$ cat src/rtl/decoder_pkg.sv
// Shared widths, FSM state encoding and one-hot helper for decoder_3to8_seq.
package decoder_pkg;

    localparam int unsigned CODE_W = 3;
    localparam int unsigned OUT_W  = 8;
    localparam int unsigned CNT_W  = 8;

    typedef enum logic [1:0] {
        S_IDLE  = 2'd0,
        S_DRIVE = 2'd1,
        S_GAP   = 2'd2
    } state_t;

    function automatic logic [OUT_W-1:0] onehot(input logic [CODE_W-1:0] code);
        logic [OUT_W-1:0] v;
        v       = '0;
        v[code] = 1'b1;
        return v;
    endfunction

endpackage

$ cat src/rtl/code_fifo.sv
// Two-entry in-order FIFO of CODE_W-bit codes; push/pop on the same edge are both honoured.
module code_fifo
    import decoder_pkg::*;
(
    input  logic              clk,
    input  logic              rst,
    input  logic              push,
    input  logic              pop,
    input  logic [CODE_W-1:0] din,
    output logic              full,
    output logic              empty,
    output logic [CODE_W-1:0] dout
);

    logic [CODE_W-1:0] mem [2];
    logic              wr_ptr;
    logic              rd_ptr;
    logic [1:0]        count;
    logic              do_push;
    logic              do_pop;

    assign full    = (count == 2'd2);
    assign empty   = (count == 2'd0);
    assign do_push = push && !full;
    assign do_pop  = pop && !empty;
    assign dout    = mem[rd_ptr];

    always_ff @(posedge clk or posedge rst) begin
        if (rst) begin
            wr_ptr <= 1'b0;
            rd_ptr <= 1'b0;
            count  <= '0;
        end else begin
            if (do_push) wr_ptr <= ~wr_ptr;
            if (do_pop)  rd_ptr <= ~rd_ptr;
            case ({do_push, do_pop})
                2'b10:   count <= count + 2'd1;
                2'b01:   count <= count - 2'd1;
                default: count <= count;
            endcase
        end
    end

    always_ff @(posedge clk) begin
        if (do_push) mem[wr_ptr] <= din;
    end

endmodule

$ cat src/rtl/decoder_3to8_seq.sv
// Sequenced 3-to-8 one-hot decoder: buffers codes, drives each for HOLD cycles then GAP zeros.
// Optional parity check on accepted codes when DECODER_PARITY_EN is defined.
module decoder_3to8_seq
    import decoder_pkg::*;
#(
    parameter int unsigned HOLD = 4,
    parameter int unsigned GAP  = 1
) (
    input  logic              clk,
    input  logic              rst,
    input  logic              en,
    input  logic [CODE_W-1:0] in_code,
    input  logic              in_valid,
    output logic              in_ready,
    output logic [OUT_W-1:0]  out,
    output logic              out_valid,
    output logic              busy
`ifdef DECODER_PARITY_EN
    ,
    input  logic              in_par,
    output logic              par_err
`endif
);

    localparam logic [CNT_W-1:0] HOLD_LD = CNT_W'(HOLD - 1);
    localparam logic [CNT_W-1:0] GAP_LD  = (GAP > 0) ? CNT_W'(GAP - 1) : '0;
    localparam bit               HAS_GAP = (GAP > 0);

    state_t            state, state_nxt;
    logic [CNT_W-1:0]  cnt, cnt_nxt;
    logic [OUT_W-1:0]  out_nxt;
    logic              full, empty, pop, push, accept;
    logic [CODE_W-1:0] head;

    assign in_ready = !rst && !full;
    assign accept   = in_valid && in_ready;

`ifdef DECODER_PARITY_EN
    logic par_ok;
    assign par_ok = ~^{in_par, in_code};
    assign push   = accept && par_ok;

    always_ff @(posedge clk or posedge rst) begin
        if (rst) par_err <= 1'b0;
        else     par_err <= accept && !par_ok;
    end
`else
    assign push = accept;
`endif

    code_fifo u_fifo (
        .clk   (clk),
        .rst   (rst),
        .push  (push),
        .pop   (pop),
        .din   (in_code),
        .full  (full),
        .empty (empty),
        .dout  (head)
    );

    // Expiry of DRIVE (GAP==0) and of GAP share the IDLE load path so patterns can run back-to-back.
    always_comb begin
        state_nxt = state;
        cnt_nxt   = cnt;
        out_nxt   = out;
        pop       = 1'b0;
        if (en) begin
            case (state)
                S_IDLE: begin
                    if (!empty) begin
                        pop       = 1'b1;
                        out_nxt   = onehot(head);
                        cnt_nxt   = HOLD_LD;
                        state_nxt = S_DRIVE;
                    end
                end
                S_DRIVE, S_GAP: begin
                    if (cnt != '0) begin
                        cnt_nxt = cnt - 1'b1;
                    end else if (state == S_DRIVE && HAS_GAP) begin
                        out_nxt   = '0;
                        cnt_nxt   = GAP_LD;
                        state_nxt = S_GAP;
                    end else if (!empty) begin
                        pop       = 1'b1;
                        out_nxt   = onehot(head);
                        cnt_nxt   = HOLD_LD;
                        state_nxt = S_DRIVE;
                    end else begin
                        out_nxt   = '0;
                        state_nxt = S_IDLE;
                    end
                end
                default: begin
                    out_nxt   = '0;
                    cnt_nxt   = '0;
                    state_nxt = S_IDLE;
                end
            endcase
        end
    end

    always_ff @(posedge clk or posedge rst) begin
        if (rst) begin
            state <= S_IDLE;
            cnt   <= '0;
            out   <= '0;
        end else begin
            state <= state_nxt;
            cnt   <= cnt_nxt;
            out   <= out_nxt;
        end
    end

    assign out_valid = (state == S_DRIVE);
    assign busy      = (state != S_IDLE) || !empty;

endmodule

$ cat config.mk
export PLATFORM = sky130hd
export DESIGN_NAME = decoder_3to8_seq
export DESIGN_NICKNAME = d
export VERILOG_FILES = /design/src/rtl/decoder_pkg.sv /design/src/rtl/code_fifo.sv /design/src/rtl/decoder_3to8_seq.sv
export SDC_FILE = /design/constraint.sdc
export NUM_CORES = 1
export LEC_CHECK = 0
export BUFFER_PORTS_ARGS = -buffer_cell sky130_fd_sc_hd__buf_2
export CAP_MARGIN = 20
export CELL_PAD_IN_SITES_DETAIL_PLACEMENT = 1
export CELL_PAD_IN_SITES_GLOBAL_PLACEMENT = 1
export CORE_MARGIN = 2
export CORE_UTILIZATION = 48
export CTS_CLUSTER_DIAMETER = 80
export DETAILED_ROUTE_END_ITERATION = 10
export PLACE_DENSITY_LB_ADDON = 0.05
export SETUP_SLACK_MARGIN = 0.2
export SYNTH_ARGS = -nofsm -noshare
export SYNTH_HDL_FRONTEND = slang
export SYNTH_SLANG_ARGS = --single-unit
$ cat constraint.sdc
create_clock -name clk -period 4.1 [get_ports clk]
set_input_delay 0.82 -clock clk [delete_from_list [all_inputs] [get_ports clk]]
set_output_delay 0.82 -clock clk [all_outputs]
set_load 0.02 [all_outputs]
# Word level (Yosys, flattened, before mapping)
# Memory sizes are Yosys's and may differ from the RTL's.
# Index checks and enable logic that the tools add are counted.
# totals
reg_bits	22
mem_bits_rw	6
output_inout_bits	11
elab_cells	61
mem_count	1
# mem_list
memory	words	word_bits	read_ports	rd_clocked_by_memory_dff	write_ports	line	rtl
u_fifo.mem	2	3	1	0	1	code_fifo.sv:15	logic [CODE_W-1:0] mem [2];
# classes
add_sub_neg	3
magnitude_cmp	2
eq_ne	7
n_mux	24
bitwise	2
n_reduce_logical	16
# ops
op	n
two-way mux 8 bit	7
one-hot mux 8 bit (2 select lines)	2
two-way mux 1 bit	8
one-hot mux 2 bit (2 select lines)	2
nonzero test 8 bit	1
subtractor 8 x 1 -> 8 bit (second input constant)	1
== test 2 bit (second input constant)	3
two-way mux 2 bit	3
logical AND 1 bit	5
== test 2 x 1 -> 1 bit (second input constant)	2
zero test 2 bit	2
less-than comparator 3 x 4 -> 1 bit (second input constant)	1
!= test 2 bit (second input constant)	2
nonzero test 2 bit	2
demux 1 bit (select 3 bit)	1
greater-or-equal comparator 3 x 1 -> 1 bit (second input constant)	1
zero test 1 bit	3
AND reduction 3 bit	1
adder 2 x 1 -> 2 bit (second input constant)	1
inverter 1 bit	2
one-hot mux 1 bit (2 select lines)	1
OR reduction 2 bit	1
subtractor 2 x 1 -> 2 bit (second input constant)	1
logical OR 1 bit	1

# Logic depth before layout (Yosys ltp)
# logic_depth
depth_word	9
mapped_depth	9
depth_no_buf	9

# Cells and area by module
# A second synthesis with hierarchy kept.
# hier_totals
cells_unflattened	146
area_unflattened_um2	1545.2
# by_module_without_submodules
module	n_inst	cells_per_inst	area_each_um2	seq_area_each_um2
decoder_3to8_seq	1	118	1131.1	450.4
code_fifo	1	28	414.1	280.3

# Worst setup path after synthesis
# No wires, ideal clock.
# synth_timing
path_kind	flip-flop to flip-flop
startpoint	reg cnt[0]
endpoint	reg u_fifo.count[1]
setup_time_ns	0.079
arrival_ns	2.094
required_time_ns	4.021
slack_ns	1.926
stages_incl_launch_ff	9
cell_sequence	dfrtp_1 inv_1 ha_1 nor4b_1 a31oi_1 nor3_1 ha_1 nor2_1 xor2_1
# synth_between
elab_chain_len	7
elab_cells_between_ends	9
# synth_lines
item	line	rtl
start, declared	decoder_3to8_seq.sv:30	logic [CNT_W-1:0] cnt, cnt_nxt;
start signal, assigned	decoder_3to8_seq.sv:111	cnt <= cnt_nxt;
nonzero test 8 bit *	decoder_3to8_seq.sv:79	if (cnt != '0) begin
two-way mux 1 bit *	decoder_3to8_seq.sv:79	
one-hot mux 1 bit (2 select lines) *	decoder_3to8_seq.sv:69	case (state)
two-way mux 1 bit *	decoder_3to8_seq.sv:68	if (en) begin
logical AND 1 bit *	code_fifo.sv:25	assign do_pop = pop && !empty;
named net u_fifo.do_pop	code_fifo.sv:20	logic do_pop;
== test 2 x 1 -> 1 bit / == test 2 bit (equally long branches)	code_fifo.sv:36	case ({do_push, do_pop})
one-hot mux 2 bit (2 select lines) / nonzero test 2 bit (equally long branches)	n/a	
end signal, assigned	code_fifo.sv:37	2'b10: count <= count + 2'd1;
end signal, assigned	code_fifo.sv:38	2'b01: count <= count - 2'd1;
end signal, assigned	code_fifo.sv:39	default: count <= count;
end, declared	code_fifo.sv:18	logic [1:0] count;
# Mark *: on every way through the listed nets, which the timed path passes. The rest lies on a longest branch.
# A chain may end at the register's enable or synchronous reset.

# Worst setup path after layout
# layout_timing
startpoint	reg state[0]
endpoint	out busy
# layout_between
elab_chain_len	2
# layout_lines
item	line	rtl
start, declared	decoder_3to8_seq.sv:29	state_t state, state_nxt;
start signal, assigned	decoder_3to8_seq.sv:110	state <= state_nxt;
nonzero test 2 bit	decoder_3to8_seq.sv:117	assign busy = (state != S_IDLE) || !empty;
logical OR 1 bit	decoder_3to8_seq.sv:117	
end, declared	decoder_3to8_seq.sv:17	output logic busy
# No other way between the ends.

==> key figures <==
Outcome
  – Outcome: finished, final reports clean

Min path
  – Min-Delay Path Depth: 1
  – Hold path endpoint: out[0]
  – Hold/Removal Path Class: register to register
  – HP Start: out[0]

Worst setup path
  – R2r worst-path depth: 8
  – CP Cell Sequence: inv_1, ha_1, or3b_2, buf_2
  – WP data required: 3.28 ns
  – Max FO, Critical Path: 6
  – Startpoint types: register
  – Flop-to-flop setup slack: 1.55 ns
  – Crit-path slowest cell: or3b_2
  – Crit path largest cell delay: 0.51 ns
  – CP arrival: 1.85 ns
  – R2r endpoint: u_fifo.count[1]
  – Setup crit end kind: primary output
  – RR Startpoint: cnt[0]
  – Critical path type: register to primary output

Cells and area
  – Post-route cell area: 0.00161 sq mm
  – N_diodes: 0
  – Fillers: 325
  – Layout cells sized above 1: 0.174
  – Synthesis-to-layout area growth: 11.7%
  – Final #Nets: 169

STA
  – Setup ws final: 1.43 ns
  – Tightest Pin Transition: 0.877 ns
  – Period utilization: 0.651
  – Post-Route Setup TNS: 0 ns
  – Slew HR: 0.415
  – Highest clock rate: 0.375 GHz
  – Final hold violation count: 0
  – Crit path time final: 2.67 ns
  – Clk_skew: 0.00857 ns
  – Max-slew violations: 0
  – Final setup viols: 0
  – RSZ-0062 raised after global routing: false

Routing
  – Total wire length: 3380 microns
  – Detail Route Antenna Nets: 0
  – Number of remaining DRC errors: 0
  – Detailed Route Iter0 Violations: 30
  – Avg Vias per Cell: 5.94
  – Vias: 1104
  – Routed len/inst: 18.2 microns
  – First-pass DRT Iterations: 4

Power
  – Net Switching: 612 uW
  – Logic gate share of total power: 0.501
  – Pleak: 0.000726 uW
  – Clock share of power: 0.131
  – PD cells: 856 mW/mm^2
  – Sequential power share: 0.368
  – Max VDD drop: 0.363 mV
  – Pint: 762 uW
  – Sw Share: 0.445

Floorplanning
  – Top-Level Pins: 18
  – Die X: 58.7 microns
  – # rows: 19
  – Die extent in y: 58.7 microns
  – Initial Util: 0.512
  – Area of the core: 0.00281 sq mm
  – Die ar.: 0.00345 sq mm

Clocking
  – # hold bufs at CTS: 0
  – CTS Buf Count: 3
  – Setup bufs post-CTS: 0
  – H-tree depth: 1
  – Reg clk slew, reported paths: 0.15 ns
  – PostCTS Resize Cnt: 0
  – TritonCTS clock tree: done
  – Clock sink count: 28
  – Root buf cell: clkbuf_4
  – Clock buffer depth: 2
  – Clock latency on the worst-skew pair: 0.33 ns

Global route
  – Total track usage: 0.216
  – Largest net degree at the start of global routing: 23
  – First-pass GRT wire length: 5570 microns
  – Vias in the first global route: 1142
  – Gr ovfl total: 0
  – M2 GR Usage: 0.373
  – Initial antenna violation count: 0
  – Met3 Use GR: 0.0198
  – Gr busiest metal: met2
  – GR Layer Usage met1: 0.292

Yosys
  – Top-count cell post-synth: dfrtp_1
  – Yosys top cell area share: 0.383
  – Seq cells post-synth: 28
  – Dominant cells by area after synthesis: dfrtp_1 38%, edfxtp_1 13%, ha_1 5.2%
  – Netlist cell types: 41
  – Yosys warns: 0
  – Post-Syn Area: 0.00144 sq mm
  – Leading cell types by count after synthesis: 22 x dfrtp_1, 11 x nor2_1, 10 x a21oi_1
  – Async S/R FF share, synth: 0.786
  – Seq/Total Area, Yosys: 0.508
  – Synth Area per Inst: 10.6 sq um
  – Post-synth EDFFs: 6
  – Synth area leader: dfrtp_1
  – Post-Synthesis Cells: 136
  – Top FF cell, synth: dfrtp_1
  – Syn nets: 149

Place
  – # port buffers: 17
  – Place WS: 1.59 ns
  – GP Congestion: 0.864
  – DP Area: 0.00155 sq mm
  – Post-detailed-placement half-perimeter wirelength: 2620 microns

Flow run
  – Max-cap viol count: 0
==> cells in the final DEF, fill, tap and decap left out, types with 2 or more instances in the layout <==
cell type,n
a21oi_1,10
a22o_1,2
a31oi_1,2
buf_2,17
clkbuf_4,3
dfrtp_1,22
edfxtp_1,6
ha_1,6
inv_1,9
mux2i_1,2
nand2_1,9
nand2b_1,2
nor2_1,11
nor3_1,6
o21ai_0,7
o2bb2ai_1,8
o41ai_1,2
or3_1,3
or3b_2,2
xnor2_1,3
xor2_1,2
==> final cells by class <==
type                    instances  area, sq um  share of cell area
repair buffers                 17         85.1              0.0530
inverters                       9         33.8              0.0210
flip-flops and latches         28          731               0.455
well taps                      31         38.8              0.0241
multi-input cells              97          666               0.414
clock buffers                   3         22.5              0.0140
clock inverters                 1         30.0              0.0187
==> metal layers <==
layer	wire (microns)	up-vias
li1	-	543
met1	1550	538
met2	1710	21
met3	103	2
met4	15	0
met5	0	-
==> state kept, by name, summed over array words and instances, names as in the netlist <==
signal	count
cnt	8
out	8
state	2
u_fifo.count	2
u_fifo.mem	6
u_fifo.rd_ptr	1
u_fifo.wr_ptr	1
==> cells by family after synthesis <==
family / share of synthesized area
xor+xnor: 0.0305
simple gates: 0.164
buf+inv: 0.0287
fa+ha+maj: 0.0522
flops: 0.508
compound gates: 0.195
mux: 0.0218
==> critical path: cells and delay by family, from the launching register on <==
family	cells	cell delay, ns
adders and majority gates	1	0.28
DFF	1	0.46
buffers and inverters	2	0.26
and+or+nand+nor	1	0.51
==> through the flow <==
| stage | hold slack, ns | cells | total power, uW | utilization |
|---|---|---|---|---|
| after floorplan | 0.461 | 136 | 990 | - |
| after global placement | 0.467 | 182 | 1160 | 0.554 |
| after detailed placement | 0.470 | 182 | 1200 | 0.554 |
| after CTS | 0.509 | 186 | 1380 | 0.573 |
| after global routing | 0.530 | 186 | 1480 | 0.573 |
| final | 0.504 | 186 | 1370 | 0.573 |
==> power by group through the flow <==
stage                     sequential [uW]  clock (uW)  combinational (uW)
after global placement                498           0                 664
final                                 506         180                 689
after global routing                  524         193                 763
after floorplan                       511           0                 479
after detailed placement              511           0                 685
after CTS                             506         186                 691
==> how the worst max path moves through the flow <==
stage                            to      from  slack [ns]
floorplan           u_fifo.count[1]    cnt[0]        1.93
global route        u_fifo.count[1]    cnt[0]        1.31
finish                         busy  state[0]        1.43
CTS                            busy  state[0]        1.42
global placement    u_fifo.count[1]    cnt[0]        1.70
detailed placement  u_fifo.count[1]    cnt[0]        1.59
Power figures use the tool's default switching activity.
